## src/rtl/muldiv_sequencer.sv

```systemverilog
// Iterative RV32M multiply/divide sequencer: shift-add multiply, restoring divide, sign fix-up.
// Optional MULDIV_EARLY_OUT_EN: multiplies leave CALC once the remaining multiplier bits are zero.
module muldiv_sequencer #(
  parameter int unsigned XLEN   = 32,
  parameter int unsigned UNROLL = 1
) (
  input  logic            clk,
  input  logic            rst,
  input  logic            start,
  input  logic [2:0]      funct3,
  input  logic [XLEN-1:0] op_a,
  input  logic [XLEN-1:0] op_b,
  input  logic            flush,
  output logic            stall_req,
  output logic            done,
  output logic [XLEN-1:0] result,
  output logic            busy
);

  localparam int unsigned Steps = XLEN / UNROLL;
  localparam int unsigned CntW  = $clog2(Steps + 1);
  localparam logic [CntW-1:0] CntLoad = CntW'(Steps);

  typedef enum logic [1:0] {StIdle, StCalc, StFix, StDone} state_e;

  state_e              state_q, state_d;
  logic [CntW-1:0]     cnt_q, cnt_d;
  logic [2:0]          op_q, op_d;
  logic                sa_q, sa_d, sb_q, sb_d;
  logic [2*XLEN-1:0]   mc_q, mc_d;    // shifting multiplicand
  logic [XLEN-1:0]     mp_q, mp_d;    // multiplier, or dividend shifting into quotient
  logic [XLEN-1:0]     dv_q, dv_d;    // divisor magnitude
  logic [2*XLEN-1:0]   acc_q, acc_d;  // product, or remainder in the low half
  logic [XLEN-1:0]     result_q, result_d;

  // Operand decode at accept time
  logic            signed_a_in, signed_b_in, neg_a_in, neg_b_in;
  logic [XLEN-1:0] mag_a_in, mag_b_in;
  logic            b_zero, div_ovf, fast_path;
  logic [XLEN-1:0] fast_res;

  always_comb begin
    signed_a_in = (funct3 != 3'b011) && (funct3 != 3'b101) && (funct3 != 3'b111);
    signed_b_in = signed_a_in && (funct3 != 3'b010);
    neg_a_in    = signed_a_in && op_a[XLEN-1];
    neg_b_in    = signed_b_in && op_b[XLEN-1];
    mag_a_in    = neg_a_in ? ('0 - op_a) : op_a;
    mag_b_in    = neg_b_in ? ('0 - op_b) : op_b;
    b_zero      = (op_b == '0);
    div_ovf     = ((funct3 == 3'b100) || (funct3 == 3'b110)) &&
                  (op_a == {1'b1, {(XLEN-1){1'b0}}}) && (&op_b);
    fast_path   = funct3[2] && (b_zero || div_ovf);
    if (b_zero) begin
      fast_res = funct3[1] ? op_a : '1;
    end else begin
      fast_res = funct3[1] ? '0 : op_a;
    end
  end

  // UNROLL iterations of the datapath per CALC cycle
  logic [2*XLEN-1:0] mc_n, acc_n;
  logic [XLEN-1:0]   mp_n;
  logic [XLEN:0]     rem_sh, diff;
  logic              is_div, calc_last;

  always_comb begin
    is_div = op_q[2];
    mc_n   = mc_q;
    mp_n   = mp_q;
    acc_n  = acc_q;
    rem_sh = '0;
    diff   = '0;
    for (int unsigned i = 0; i < UNROLL; i++) begin
      if (is_div) begin
        rem_sh = {acc_n[XLEN-1:0], mp_n[XLEN-1]};
        diff   = rem_sh - {1'b0, dv_q};
        if (!diff[XLEN]) begin
          acc_n = {{XLEN{1'b0}}, diff[XLEN-1:0]};
          mp_n  = {mp_n[XLEN-2:0], 1'b1};
        end else begin
          acc_n = {{XLEN{1'b0}}, rem_sh[XLEN-1:0]};
          mp_n  = {mp_n[XLEN-2:0], 1'b0};
        end
      end else begin
        if (mp_n[0]) acc_n = acc_n + mc_n;
        mc_n = mc_n << 1;
        mp_n = mp_n >> 1;
      end
    end
`ifdef MULDIV_EARLY_OUT_EN
    calc_last = (cnt_q == 1) || (!is_div && (mp_n == '0));
`else
    calc_last = (cnt_q == 1);
`endif
  end

  // Sign correction and result selection
  logic [2*XLEN-1:0] prod_fix;
  logic [XLEN-1:0]   quo_fix, rem_fix, fix_res;

  always_comb begin
    prod_fix = (sa_q ^ sb_q) ? ('0 - acc_q) : acc_q;
    quo_fix  = (sa_q ^ sb_q) ? ('0 - mp_q) : mp_q;
    rem_fix  = sa_q ? ('0 - acc_q[XLEN-1:0]) : acc_q[XLEN-1:0];
    unique case (op_q)
      3'b000:                 fix_res = prod_fix[XLEN-1:0];
      3'b001, 3'b010, 3'b011: fix_res = prod_fix[2*XLEN-1:XLEN];
      3'b100, 3'b101:         fix_res = quo_fix;
      default:                fix_res = rem_fix;
    endcase
  end

  always_comb begin
    state_d   = state_q;
    cnt_d     = cnt_q;
    op_d      = op_q;
    sa_d      = sa_q;
    sb_d      = sb_q;
    mc_d      = mc_q;
    mp_d      = mp_q;
    dv_d      = dv_q;
    acc_d     = acc_q;
    result_d  = result_q;
    stall_req = 1'b0;
    unique case (state_q)
      StIdle: begin
        if (start && !flush) begin
          op_d  = funct3;
          sa_d  = neg_a_in;
          sb_d  = neg_b_in;
          mc_d  = {{XLEN{1'b0}}, mag_a_in};
          mp_d  = funct3[2] ? mag_a_in : mag_b_in;
          dv_d  = mag_b_in;
          acc_d = '0;
          cnt_d = CntLoad;
          if (fast_path) begin
            result_d = fast_res;
            state_d  = StDone;
          end else begin
            stall_req = 1'b1;
            state_d   = StCalc;
          end
        end
      end
      StCalc: begin
        stall_req = 1'b1;
        mc_d      = mc_n;
        mp_d      = mp_n;
        acc_d     = acc_n;
        cnt_d     = cnt_q - 1'b1;
        if (calc_last) state_d = StFix;
      end
      StFix: begin
        stall_req = 1'b1;
        result_d  = fix_res;
        state_d   = StDone;
      end
      default: state_d = StIdle;
    endcase
    // Flush aborts without touching the visible result
    if (flush) begin
      state_d  = StIdle;
      result_d = result_q;
    end
  end

  always_ff @(posedge clk) begin
    if (rst) begin
      state_q  <= StIdle;
      cnt_q    <= '0;
      op_q     <= '0;
      sa_q     <= 1'b0;
      sb_q     <= 1'b0;
      mc_q     <= '0;
      mp_q     <= '0;
      dv_q     <= '0;
      acc_q    <= '0;
      result_q <= '0;
    end else begin
      state_q  <= state_d;
      cnt_q    <= cnt_d;
      op_q     <= op_d;
      sa_q     <= sa_d;
      sb_q     <= sb_d;
      mc_q     <= mc_d;
      mp_q     <= mp_d;
      dv_q     <= dv_d;
      acc_q    <= acc_d;
      result_q <= result_d;
    end
  end

  assign done   = (state_q == StDone);
  assign busy   = (state_q != StIdle);
  assign result = result_q;

endmodule
```

## config.mk

```make
export PLATFORM = sky130hd
export DESIGN_NAME = muldiv_sequencer
export DESIGN_NICKNAME = d
export VERILOG_FILES = /design/src/rtl/muldiv_sequencer.sv
export SDC_FILE = /design/constraint.sdc
export NUM_CORES = 1
export LEC_CHECK = 0
export CORE_AREA = 2 2 219 167
export CTS_CLUSTER_DIAMETER = 80
export DETAILED_ROUTE_END_ITERATION = 10
export DIE_AREA = 0 0 221 169
export PLACE_DENSITY = 0.77
export SYNTH_ARGS = -nofsm -noshare
export SYNTH_HDL_FRONTEND = slang
export SYNTH_SLANG_ARGS = --single-unit
```

## constraint.sdc

```tcl
create_clock -name clk -period 4.4 [get_ports clk]
set_input_delay 0.66 -clock clk [delete_from_list [all_inputs] [get_ports clk]]
set_output_delay 0.66 -clock clk [all_outputs]
set_load 0.02 [all_outputs]
```

# Yosys cells after proc, flatten, opt, wreduce, memory -nomap -nowiden
# Cells that the tools add are included.
# word_totals
ff_bits,237
out_inout_bits,35
wordCells,104
# classes
addsub,8
eq_ne,21
muxes,34
bitwise_logic,2
reduce_logical,29
# op_table
operator,count
2-to-1 mux 32 bit,13
2-to-1 mux 64 bit,6
case mux 64 bit (2 select lines),2
case mux 32 bit (2 select lines),2
"subtractor 1 x 32 -> 32 bit, first input constant",4
case mux 32 bit (3 select lines),1
adder 64 bit,1
"subtractor 1 x 64 -> 64 bit, first input constant",1
subtractor 33 x 32 -> 33 bit,1
"== test 32 bit, second input constant",1
zero test 32 bit,1
AND reduction 32 bit,1
"== test 3 bit, second input constant",4
case mux 6 bit (2 select lines),1
logical AND 1 bit,9
"inequality test 3 bit, second input constant",3
"inequality test 2 bit, second input constant",4
"== test 3 x 2 -> 1 bit, second input constant",2
"== test 6 x 1 -> 1 bit, second input constant",1
2-to-1 mux 2 bit,3
2-to-1 mux 6 bit,1
"inequality test 3 x 2 -> 1 bit, second input constant",2
case mux 2 bit (3 select lines),1
AND reduction 2 bit,3
other kinds (17),26

# Logic depth before layout (Yosys ltp)
# Gate-level depths: netlist (run 1).
# depth
depth_word,9
ltp_mapped,15
depth_no_buf,13

# Worst setup path after synthesis (run 1)
# No wires, ideal clock.
# synth_path
path_kind,register to register
startpoint,reg acc_q[1]
endpoint,reg acc_q[62]
t_arrival_ns,3.343
path_slack_ns,0.983
path_stages_with_launch,14
n_path_buf,1
synth_period_minus_slack_ns,3.417
cell_sequence,dfxtp_1 clkbuf_1 inv_1 fa_1 nand2b_1 a21oi_1 o21ai_0 o21ai_0 a211oi_1 o31ai_1 a21oi_1 o311a_1 xor2_1 o21ai_0
# synth_between
elab_chain_len,4
# synth_lines
element,line_no,source
start: declaration,33,"logic [2*XLEN-1:0] acc_q, acc_d;"
start signal: assignment,177,acc_q <= '0;
start signal: assignment,188,acc_q <= acc_d;
adder 64 bit,85,if (mp_n[0]) acc_n = acc_n + mc_n;
2-to-1 mux 64 bit,85,
2-to-1 mux 64 bit,74,if (is_div) begin
case mux 64 bit (2 select lines),125,unique case (state_q)
# Every way passes these cells. The select of a mux whose other input is x is not followed.
# A chain may end at the register's enable or synchronous reset.

# Final worst setup path (run 1)
# layout_path
startpoint,in op_a[10]
endpoint,out stall_req
# layout_between
elab_chain_len,8
# layout_lines
element,line_no,source
start: declaration,11,"input logic [XLEN-1:0] op_a,"
== test 32 bit,51,"(op_a == {1'b1, {(XLEN-1){1'b0}}}) && (&op_b);"
logical AND 1 bit,50,div_ovf = ((funct3 == 3'b100) || (funct3 == 3'b110)) &&
logical AND 1 bit,51,
logical OR 1 bit,52,fast_path = funct3[2] && (b_zero || div_ovf);
logical AND 1 bit,52,
2-to-1 mux 1 bit,136,if (fast_path) begin
2-to-1 mux 1 bit,127,if (start && !flush) begin
case mux 1 bit (2 select lines),125,
end: declaration,14,"output logic stall_req,"
# Every way passes these cells.

==> report_table.html, run 1 <==
<table>
<tr><th>Metric</th><th>Value</th></tr>
<tr><th colspan="2">Critical path</th></tr>
<tr><td>Critical R2R Launch</td><td>acc_q[31]$_SDFFE_PP0P_</td></tr>
<tr><td>CP max stage cell</td><td>or4_4</td></tr>
<tr><td>Capture instance of the worst register-to-register path</td><td>result[15]$_SDFFE_PP0P_</td></tr>
<tr><td>Worst Path Max Fanout</td><td>3</td></tr>
<tr><td>Most numerous cell on the critical path</td><td>nor2_1</td></tr>
<tr><td>Reg2Reg Depth</td><td>10</td></tr>
<tr><td>Data required time of the critical path</td><td>3.74 ns</td></tr>
<tr><td>Reg2Reg Setup Slack</td><td>0.19 ns</td></tr>
<tr><td>Worst path buffer plus inverter count</td><td>2</td></tr>
<tr><td>Family with the most delay on the worst path</td><td>simple AND/OR/NAND/NOR gates</td></tr>
<tr><td>Worst-path cell chain</td><td>clkdlybuf4s50_1 &gt; or4_4 &gt; or3_4 &gt; nor4_4 &gt; and3_1 &gt; and4_1 &gt; o21a_2 &gt; nor2_1 &gt; nor2_1 &gt; nor2_1 &gt; clkdlybuf4s50_1</td></tr>
<tr><td>Arrival @ worst endpoint</td><td>3.64 ns</td></tr>
<tr><td>Crit path launch type</td><td>primary input</td></tr>
<tr><td>Type of element capturing the critical path</td><td>output port</td></tr>
<tr><td>Worst setup path class</td><td>in -&gt; out</td></tr>
<tr><td>Startpoint of the worst setup timing path</td><td>op_a[10]</td></tr>
<tr><td>Peak per-stage delay on the critical path</td><td>0.55 ns</td></tr>
<tr><th colspan="2">Worst hold path</th></tr>
<tr><td>Min-delay worst type</td><td>reg -&gt; reg</td></tr>
<tr><td>Capture endpoint of the worst hold path</td><td>result[21]$_SDFFE_PP0P_</td></tr>
<tr><td>Startpoint of the most critical hold path</td><td>result[21]$_SDFFE_PP0P_</td></tr>
<tr><td>Hold path depth</td><td>2</td></tr>
<tr><th colspan="2">Placement</th></tr>
<tr><td>IO Port Bufs</td><td>105</td></tr>
<tr><td>Worst slack at placement</td><td>0.0311 ns</td></tr>
<tr><td>Final weighted congestion of routability-driven global placement</td><td>1.04</td></tr>
<tr><td>Dpl hpwl</td><td>65.3 mm</td></tr>
<tr><td>Number of placed instances with taps included</td><td>3,378</td></tr>
<tr><th colspan="2">Logic synthesis</th></tr>
<tr><td>Post-synthesis mux area share</td><td>4.04%</td></tr>
<tr><td>Xor/xnor share of the synthesized area</td><td>9.27%</td></tr>
<tr><td>Prevailing post-synth register cell</td><td>dfxtp_1</td></tr>
<tr><td>Leading post-synthesis cells by cell area</td><td>dfxtp_1, a21oi_1, ha_1</td></tr>
<tr><td>Synth Register Bits</td><td>237</td></tr>
<tr><td>Average instance area after synthesis</td><td>7.22 um2</td></tr>
<tr><td>Adder and majority gate portion of the synthesized area</td><td>7.52%</td></tr>
<tr><td>Count of synthesis-stage warnings from yosys</td><td>0</td></tr>
<tr><td>Number of enable-type register cells in the synthesized netlist</td><td>0</td></tr>
<tr><td>Cell type contributing the most total cell area after synthesis</td><td>dfxtp_1</td></tr>
<tr><td>Share of synthesized registers carrying an async set or reset</td><td>0%</td></tr>
<tr><td>Post-synth net total</td><td>3,082</td></tr>
<tr><td>Basic-gate share of the synthesized area counting and, or, nand and nor cells</td><td>21.9%</td></tr>
<tr><td>Number of distinct library cell variants in the gate-level netlist after synthesis</td><td>83</td></tr>
<tr><td>Mapped cell area</td><td>21,000 um2</td></tr>
<tr><td>Share of Yosys cell area claimed by the top area cell type</td><td>22.6%</td></tr>
<tr><td>Synthesized-area fraction occupied by ao, oa, aoi and oai cells</td><td>29.2%</td></tr>
<tr><td>Post-synthesis cell count</td><td>2,903</td></tr>
<tr><td>Largest family of logic cells by synthesized area</td><td>compound AO/OA/AOI/OAI gates</td></tr>
<tr><td>Sequential share of the synthesized area</td><td>22.6%</td></tr>
<tr><th colspan="2">Drt</th></tr>
<tr><td>Pre-antenna DRT Iters</td><td>8</td></tr>
<tr><td>Count of antenna-violating nets left after detailed routing</td><td>0</td></tr>
<tr><td>DRC violations left</td><td>0</td></tr>
<tr><td>Initial DRC count</td><td>4,034</td></tr>
<tr><td>Routed wire length per instance</td><td>24.9 um</td></tr>
<tr><td>Avg Vias per Cell</td><td>6.92</td></tr>
<tr><td>Detailed Route WL</td><td>85.1 mm</td></tr>
<tr><td>Via count</td><td>23,683</td></tr>
<tr><th colspan="2">Power and ir drop</th></tr>
<tr><td>PD cells</td><td>250 nW/um2</td></tr>
<tr><td>Max VDD drop</td><td>0.326 mV</td></tr>
<tr><td>Pwr Total</td><td>5.90 mW</td></tr>
<tr><td>Static leakage power</td><td>9.01 nW</td></tr>
<tr><th colspan="2">Global route</th></tr>
<tr><td>Total global routing overflow</td><td>0</td></tr>
<tr><td>Initial antenna violation count</td><td>2</td></tr>
<tr><td>Vias in the first global route</td><td>20,915</td></tr>
<tr><td>Maximum number of pins on one net before global-route repair</td><td>101</td></tr>
<tr><td>First-pass GRT wire length</td><td>127 mm</td></tr>
<tr><td>Global-route total usage across every layer</td><td>43.5%</td></tr>
<tr><th colspan="2">Clock network</th></tr>
<tr><td>Number of sinks handled by clock tree synthesis</td><td>237</td></tr>
<tr><td>Clock root buffer master</td><td>clkbuf_16</td></tr>
<tr><td>Inserted Clock Buffers</td><td>26</td></tr>
<tr><td>Clock slew at reported path FFs</td><td>0.06 ns</td></tr>
<tr><td>Setup bufs post-CTS</td><td>0</td></tr>
<tr><td>CTS H-tree lvls</td><td>1</td></tr>
<tr><td>Worst-skew pair later-pin latency</td><td>0.56 ns</td></tr>
<tr><td>Maximum clock path buffer count</td><td>3</td></tr>
<tr><td>Resized cells post-CTS</td><td>0</td></tr>
<tr><td>Hold buffers post-CTS</td><td>0</td></tr>
<tr><td>Clock tree from TritonCTS</td><td>built</td></tr>
<tr><th colspan="2">Final layout</th></tr>
<tr><td>Synth-to-layout area growth</td><td>12.5%</td></tr>
<tr><td>Most frequent standard cell in the layout excluding fill and tap cells</td><td>nand2_1</td></tr>
<tr><td>Count of filler cells inserted in the layout</td><td>3,138</td></tr>
<tr><td>Post-layout util</td><td>66.7%</td></tr>
<tr><td>Share of cells above drive strength 1</td><td>7.79%</td></tr>
<tr><td>Filler-free cell count of the finished design</td><td>3,421</td></tr>
<tr><td>Most used cells in the layout excluding fill and tap cells</td><td>nand2_1, nor2_1, a21oi_1, dfxtp_1, o21ai_0</td></tr>
<tr><td>Final-stage net count</td><td>3,120</td></tr>
<tr><th colspan="2">Floorplan</th></tr>
<tr><td>Overall die area</td><td>37,300 um2</td></tr>
<tr><td>Die extent in y</td><td>169 um</td></tr>
<tr><td>Count of pins on the block boundary</td><td>106</td></tr>
<tr><td>Core region area</td><td>35,400 um2</td></tr>
<tr><td>Chip width</td><td>221 um</td></tr>
<tr><td>Standard-cell row count</td><td>60</td></tr>
<tr><td>Initial standard-cell utilization of the core</td><td>59.3%</td></tr>
<tr><th colspan="2">Timing</th></tr>
<tr><td>Transition time of the tightest slew-check pin</td><td>1.35 ns</td></tr>
<tr><td>Worst clock skew</td><td>0.0169 ns</td></tr>
<tr><td>Share of the clock period used by the worst path after layout</td><td>97.8%</td></tr>
<tr><td>Setup violators final</td><td>0</td></tr>
<tr><td>Max-slew violation total from the final report</td><td>0</td></tr>
<tr><td>Slew Limit Headroom</td><td>9.84%</td></tr>
<tr><td>Setup repair after global routing missed its margin</td><td>no</td></tr>
<tr><td>Post-route setup TNS</td><td>0 ns</td></tr>
<tr><td>Fin worst setup slack</td><td>0.0976 ns</td></tr>
<tr><td>F_max</td><td>0.232 GHz</td></tr>
<tr><td>Tmin final</td><td>4.30 ns</td></tr>
<tr><td>Final hold violation count</td><td>0</td></tr>
<tr><th colspan="2">Run</th></tr>
<tr><td>Count of maximum capacitance violations</td><td>0</td></tr>
<tr><th colspan="2">Run status</th></tr>
<tr><td>Outcome</td><td>finished, final reports clean</td></tr>
</table>
## logic make-up after synthesis
| group | Yosys count |
|---|---|
| simple gates | 978 |
| compound gates | 956 |
| buf+inv | 299 |
| flops | 237 |
| xor+xnor | 222 |
| fa+ha+maj | 129 |
| mux | 82 |
## where the power goes
part	total, mW	internal, mW	leakage, nW	switching [mW]
clock	2.25	1.29	0.409	0.961
sequential	2.31	2.22	1.93	0.0928
combinational	1.34	0.464	6.68	0.876
total	5.90	3.97	9.01	1.93
## worst max-delay path by stage
stage          slack [ns]  cells after the start                endpoint
2_1_floorplan        0.98                     13  acc_q[62]$_SDFFE_PP0P_
5_1_grt              0.03                     11               stall_req
4_1_cts              0.02                     11               stall_req
6_report              0.1                     11               stall_req
3_5_place_dp         0.03                     11               stall_req
3_3_place_gp         0.06                     11               stall_req
## through the flow
| stage | cell area [um2] | hold slack [ns] |
|---|---|---|
| after global placement | 22700 | 0.439 |
| after CTS | 23600 | 0.456 |
| after detailed placement | 22700 | 0.448 |
| final | 23600 | 0.458 |
| after global routing | 23600 | 0.477 |
| after floorplan | 21000 | 0.440 |
## flip-flops by register name, indices dropped and copies added (netlist names)
name	flops
cnt_q	6
dv_q	32
mp_q	32
acc_q	64
state_q	2
result	32
sa_q	1
mc_q	64
sb_q	1
op_q	3
## synth_stat cells, types with 17 or more instances
library cell  instances
and3_1               17
nand2b_1             29
clkbuf_1            183
a21o_1               41
nand2_1             340
ha_1                106
xnor2_1             109
a22oi_1              56
a211oi_1            103
a21oi_1             267
buf_1                19
a31oi_1              42
mux2_2               21
and2_1               20
o211ai_1             40
nand4_1              33
mux2i_1              61
dfxtp_1             237
xor2_1              113
nor3_1               84
inv_1                86
nor4_1               26
o221ai_1             24
o21ai_0             209
nand3_1              32
or3_1                22
nor2_1              294
o31ai_1              37
maj3_1               21
## per-layer routing
layer  GRT usage, %  wire, um  vias to the layer above  part of all wire [%]
li1               -         -                    10644                     -
met5              0        27                        -                 0.032
met1           62.6     36000                    11158                    42
met3           15.4     13000                      235                    15
met2           59.3     32600                     1642                    38
met4           15.1      3450                        4                   4.1
## tightest hold or removal path: stages, from the launching register on
cell and delay (ns):
dfxtp_1 0.31, nand2_1 0.05, a21oi_1 0.05
## layout make-up
cell class,count,area [um2],share of cell area (%)
antenna,2,5.00,0.0212
clock buffer,34,742,3.15
clock inverter,7,91.3,0.387
inverter,88,330,1.40
multi-input combinational,2367,15100,64.2
sequential,237,4750,20.1
tap,465,582,2.47
timing repair buffer,221,1950,8.25
Note: power is estimated with default switching activity, not from simulation.
==> inputs of run 2 (changes only) <==
- SLEW_MARGIN: default -> 20
==> report_table.html, run 2 (synthesized netlist as in run 1, its figures left out) <==
<table>
<tr><th>Metric</th><th>Value</th></tr>
<tr><th colspan="2">Drt</th></tr>
<tr><td>Via count</td><td>23,581</td></tr>
<tr><td>Count of antenna-violating nets left after detailed routing</td><td>0</td></tr>
<tr><td>Avg Vias per Cell</td><td>6.88</td></tr>
<tr><td>Detailed Route WL</td><td>84.6 mm</td></tr>
<tr><td>Detailed route wirelength on metal3</td><td>12.7 mm</td></tr>
<tr><td>Pre-antenna DRT Iters</td><td>8</td></tr>
<tr><td>DRC violations left</td><td>0</td></tr>
<tr><td>Met2 WL</td><td>32.5 mm</td></tr>
<tr><td>Top layer in use</td><td>met5</td></tr>
<tr><td>Initial DRC count</td><td>3,977</td></tr>
<tr><td>M1 wire length</td><td>36.1 mm</td></tr>
<tr><td>Routed wire length per instance</td><td>24.7 um</td></tr>
<tr><th colspan="2">Floorplan</th></tr>
<tr><td>Count of pins on the block boundary</td><td>106</td></tr>
<tr><td>Die extent in y</td><td>169 um</td></tr>
<tr><td>Chip width</td><td>221 um</td></tr>
<tr><td>Core region area</td><td>35,400 um2</td></tr>
<tr><td>Standard-cell row count</td><td>60</td></tr>
<tr><td>Overall die area</td><td>37,300 um2</td></tr>
<tr><td>Initial standard-cell utilization of the core</td><td>59.3%</td></tr>
<tr><th colspan="2">Timing</th></tr>
<tr><td>Max-slew violation total from the final report</td><td>0</td></tr>
<tr><td>Share of the clock period used by the worst path after layout</td><td>98.2%</td></tr>
<tr><td>Slew Limit Headroom</td><td>34.2%</td></tr>
<tr><td>Setup repair after global routing missed its margin</td><td>no</td></tr>
<tr><td>Post-route setup TNS</td><td>0 ns</td></tr>
<tr><td>Tmin final</td><td>4.32 ns</td></tr>
<tr><td>Setup violators final</td><td>0</td></tr>
<tr><td>F_max</td><td>0.231 GHz</td></tr>
<tr><td>Final hold violation count</td><td>0</td></tr>
<tr><td>Worst clock skew</td><td>0.00965 ns</td></tr>
<tr><td>Final hold slack</td><td>0.454 ns</td></tr>
<tr><td>Transition time of the tightest slew-check pin</td><td>0.988 ns</td></tr>
<tr><th colspan="2">Final layout</th></tr>
<tr><td>Registers with the highest flip-flop counts</td><td>acc_q (64), mc_q (64)</td></tr>
<tr><td>Synth-to-layout area growth</td><td>12.7%</td></tr>
<tr><td>Most frequent standard cell in the layout excluding fill and tap cells</td><td>nand2_1</td></tr>
<tr><td>Share of cells above drive strength 1</td><td>7.94%</td></tr>
<tr><td>Most used cells in the layout excluding fill and tap cells</td><td>nand2_1, nor2_1, a21oi_1, dfxtp_1, o21ai_0</td></tr>
<tr><td>Final-stage net count</td><td>3,121</td></tr>
<tr><th colspan="2">Critical path</th></tr>
<tr><td>CP max stage cell</td><td>or4_4</td></tr>
<tr><td>Most numerous cell on the critical path</td><td>nor2_1</td></tr>
<tr><td>Worst Path Max Fanout</td><td>3</td></tr>
<tr><td>Worst setup path class</td><td>in -&gt; out</td></tr>
<tr><td>Arrival @ worst endpoint</td><td>3.66 ns</td></tr>
<tr><td>Data required time of the critical path</td><td>3.74 ns</td></tr>
<tr><td>Peak per-stage delay on the critical path</td><td>0.56 ns</td></tr>
<tr><td>Type of element capturing the critical path</td><td>output port</td></tr>
<tr><td>Worst-path cell chain</td><td>clkdlybuf4s50_1 &gt; or4_4 &gt; or3_4 &gt; nor4_4 &gt; and3_1 &gt; and4_1 &gt; o21a_2 &gt; nor2_1 &gt; nor2_1 &gt; nor2_1 &gt; clkdlybuf4s50_1</td></tr>
<tr><td>Crit path launch type</td><td>primary input</td></tr>
<tr><th colspan="2">Placement</th></tr>
<tr><td>Final weighted congestion of routability-driven global placement</td><td>1.04</td></tr>
<tr><td>IO Port Bufs</td><td>105</td></tr>
<tr><td>Dpl hpwl</td><td>65.4 mm</td></tr>
<tr><th colspan="2">Clock network</th></tr>
<tr><td>Clock tree from TritonCTS</td><td>built</td></tr>
<tr><td>Setup bufs post-CTS</td><td>0</td></tr>
<tr><td>Resized cells post-CTS</td><td>0</td></tr>
<tr><td>Inserted Clock Buffers</td><td>26</td></tr>
<tr><td>Worst-skew pair later-pin latency</td><td>0.56 ns</td></tr>
<tr><td>Maximum clock path buffer count</td><td>3</td></tr>
<tr><td>Clock root buffer master</td><td>clkbuf_16</td></tr>
<tr><td>Clock slew at reported path FFs</td><td>0.06 ns</td></tr>
<tr><td>Hold buffers post-CTS</td><td>0</td></tr>
<tr><td>CTS H-tree lvls</td><td>1</td></tr>
<tr><td>Number of sinks handled by clock tree synthesis</td><td>237</td></tr>
<tr><th colspan="2">Power and ir drop</th></tr>
<tr><td>Static leakage power</td><td>9.05 nW</td></tr>
<tr><td>PD cells</td><td>251 nW/um2</td></tr>
<tr><td>Max VDD drop</td><td>0.339 mV</td></tr>
<tr><th colspan="2">Global route</th></tr>
<tr><td>First-pass GRT wire length</td><td>126 mm</td></tr>
<tr><td>Global-route total usage across every layer</td><td>43.3%</td></tr>
<tr><td>Vias in the first global route</td><td>20,755</td></tr>
<tr><td>Total global routing overflow</td><td>0</td></tr>
<tr><td>Initial antenna violation count</td><td>3</td></tr>
<tr><td>Maximum number of pins on one net before global-route repair</td><td>101</td></tr>
<tr><th colspan="2">Run status</th></tr>
<tr><td>Outcome</td><td>finished, final reports clean</td></tr>
<tr><th colspan="2">Worst hold path</th></tr>
<tr><td>Min-delay worst type</td><td>reg -&gt; reg</td></tr>
<tr><th colspan="2">Run</th></tr>
<tr><td>Count of maximum capacitance violations</td><td>0</td></tr>
</table>
[run 2: changes by cell type in the layout (fill, tap and decap cells not counted), sizes merged]
cell / change
inv: +1
clkinvlp: -1
diode: -1
clkinv: +3
clkbuf: +1
buf: +1
[run 2: final cells by class]
class,instances,area [um2]
antenna,1,2.50
clock buffer,35,756
clock inverter,10,106
fill,3109,11700
inverter,88,330
multi-input combinational,2367,15100
sequential,237,4750
tap,465,582
timing repair buffer,222,1970
[run 2: routing by layer]
layer	up-vias	GRT usage, %
li1	10652	-
met1	11101	63.0
met2	1594	58.9
met3	230	14.2
met4	4	14.9
met5	-	0
[run 2: path summary, 6_finish.rpt]
path,startpoint,end,slack [ns],depth (start not counted)
max,op_a[10],stall_req,0.08,11
min,result[4]$_SDFFE_PP0P_,result[4]$_SDFFE_PP0P_,0.45,2
max reg2reg,acc_q[31]$_SDFFE_PP0P_,result[15]$_SDFFE_PP0P_,0.25,10
min reg2reg,result[4]$_SDFFE_PP0P_,result[4]$_SDFFE_PP0P_,0.45,2
[run 2: where the power goes]
part | internal (mW) | switching [mW]
sequential | 2.22 | 0.0936
clock | 1.32 | 0.965
combinational | 0.468 | 0.876
total | 4.00 | 1.93
[run 2: critical path, delay by kind of cell]
family / cells / cell delay (ns)
AND/OR/NAND/NOR: 8 / 1.87
AO/OA/AOI/OAI: 1 / 0.14
buffers and inverters: 2 / 0.98
[run 2: per-stage QoR]
stage | utilization (%) | instances | setup slack (ns) | cell area [um2] | power, mW
global placement | 64.3 | 3378 | 0.0566 | 22700 | 3.60
finish | 66.8 | 3425 | 0.0793 | 23600 | 5.94
CTS | 66.8 | 3424 | 0.00122 | 23600 | 5.85
global route | 66.8 | 3424 | 0.0125 | 23600 | 6.08
floorplan | - | 2903 | 0.983 | 21000 | 3.12
detailed placement | 64.4 | 3379 | 0.0187 | 22800 | 3.62
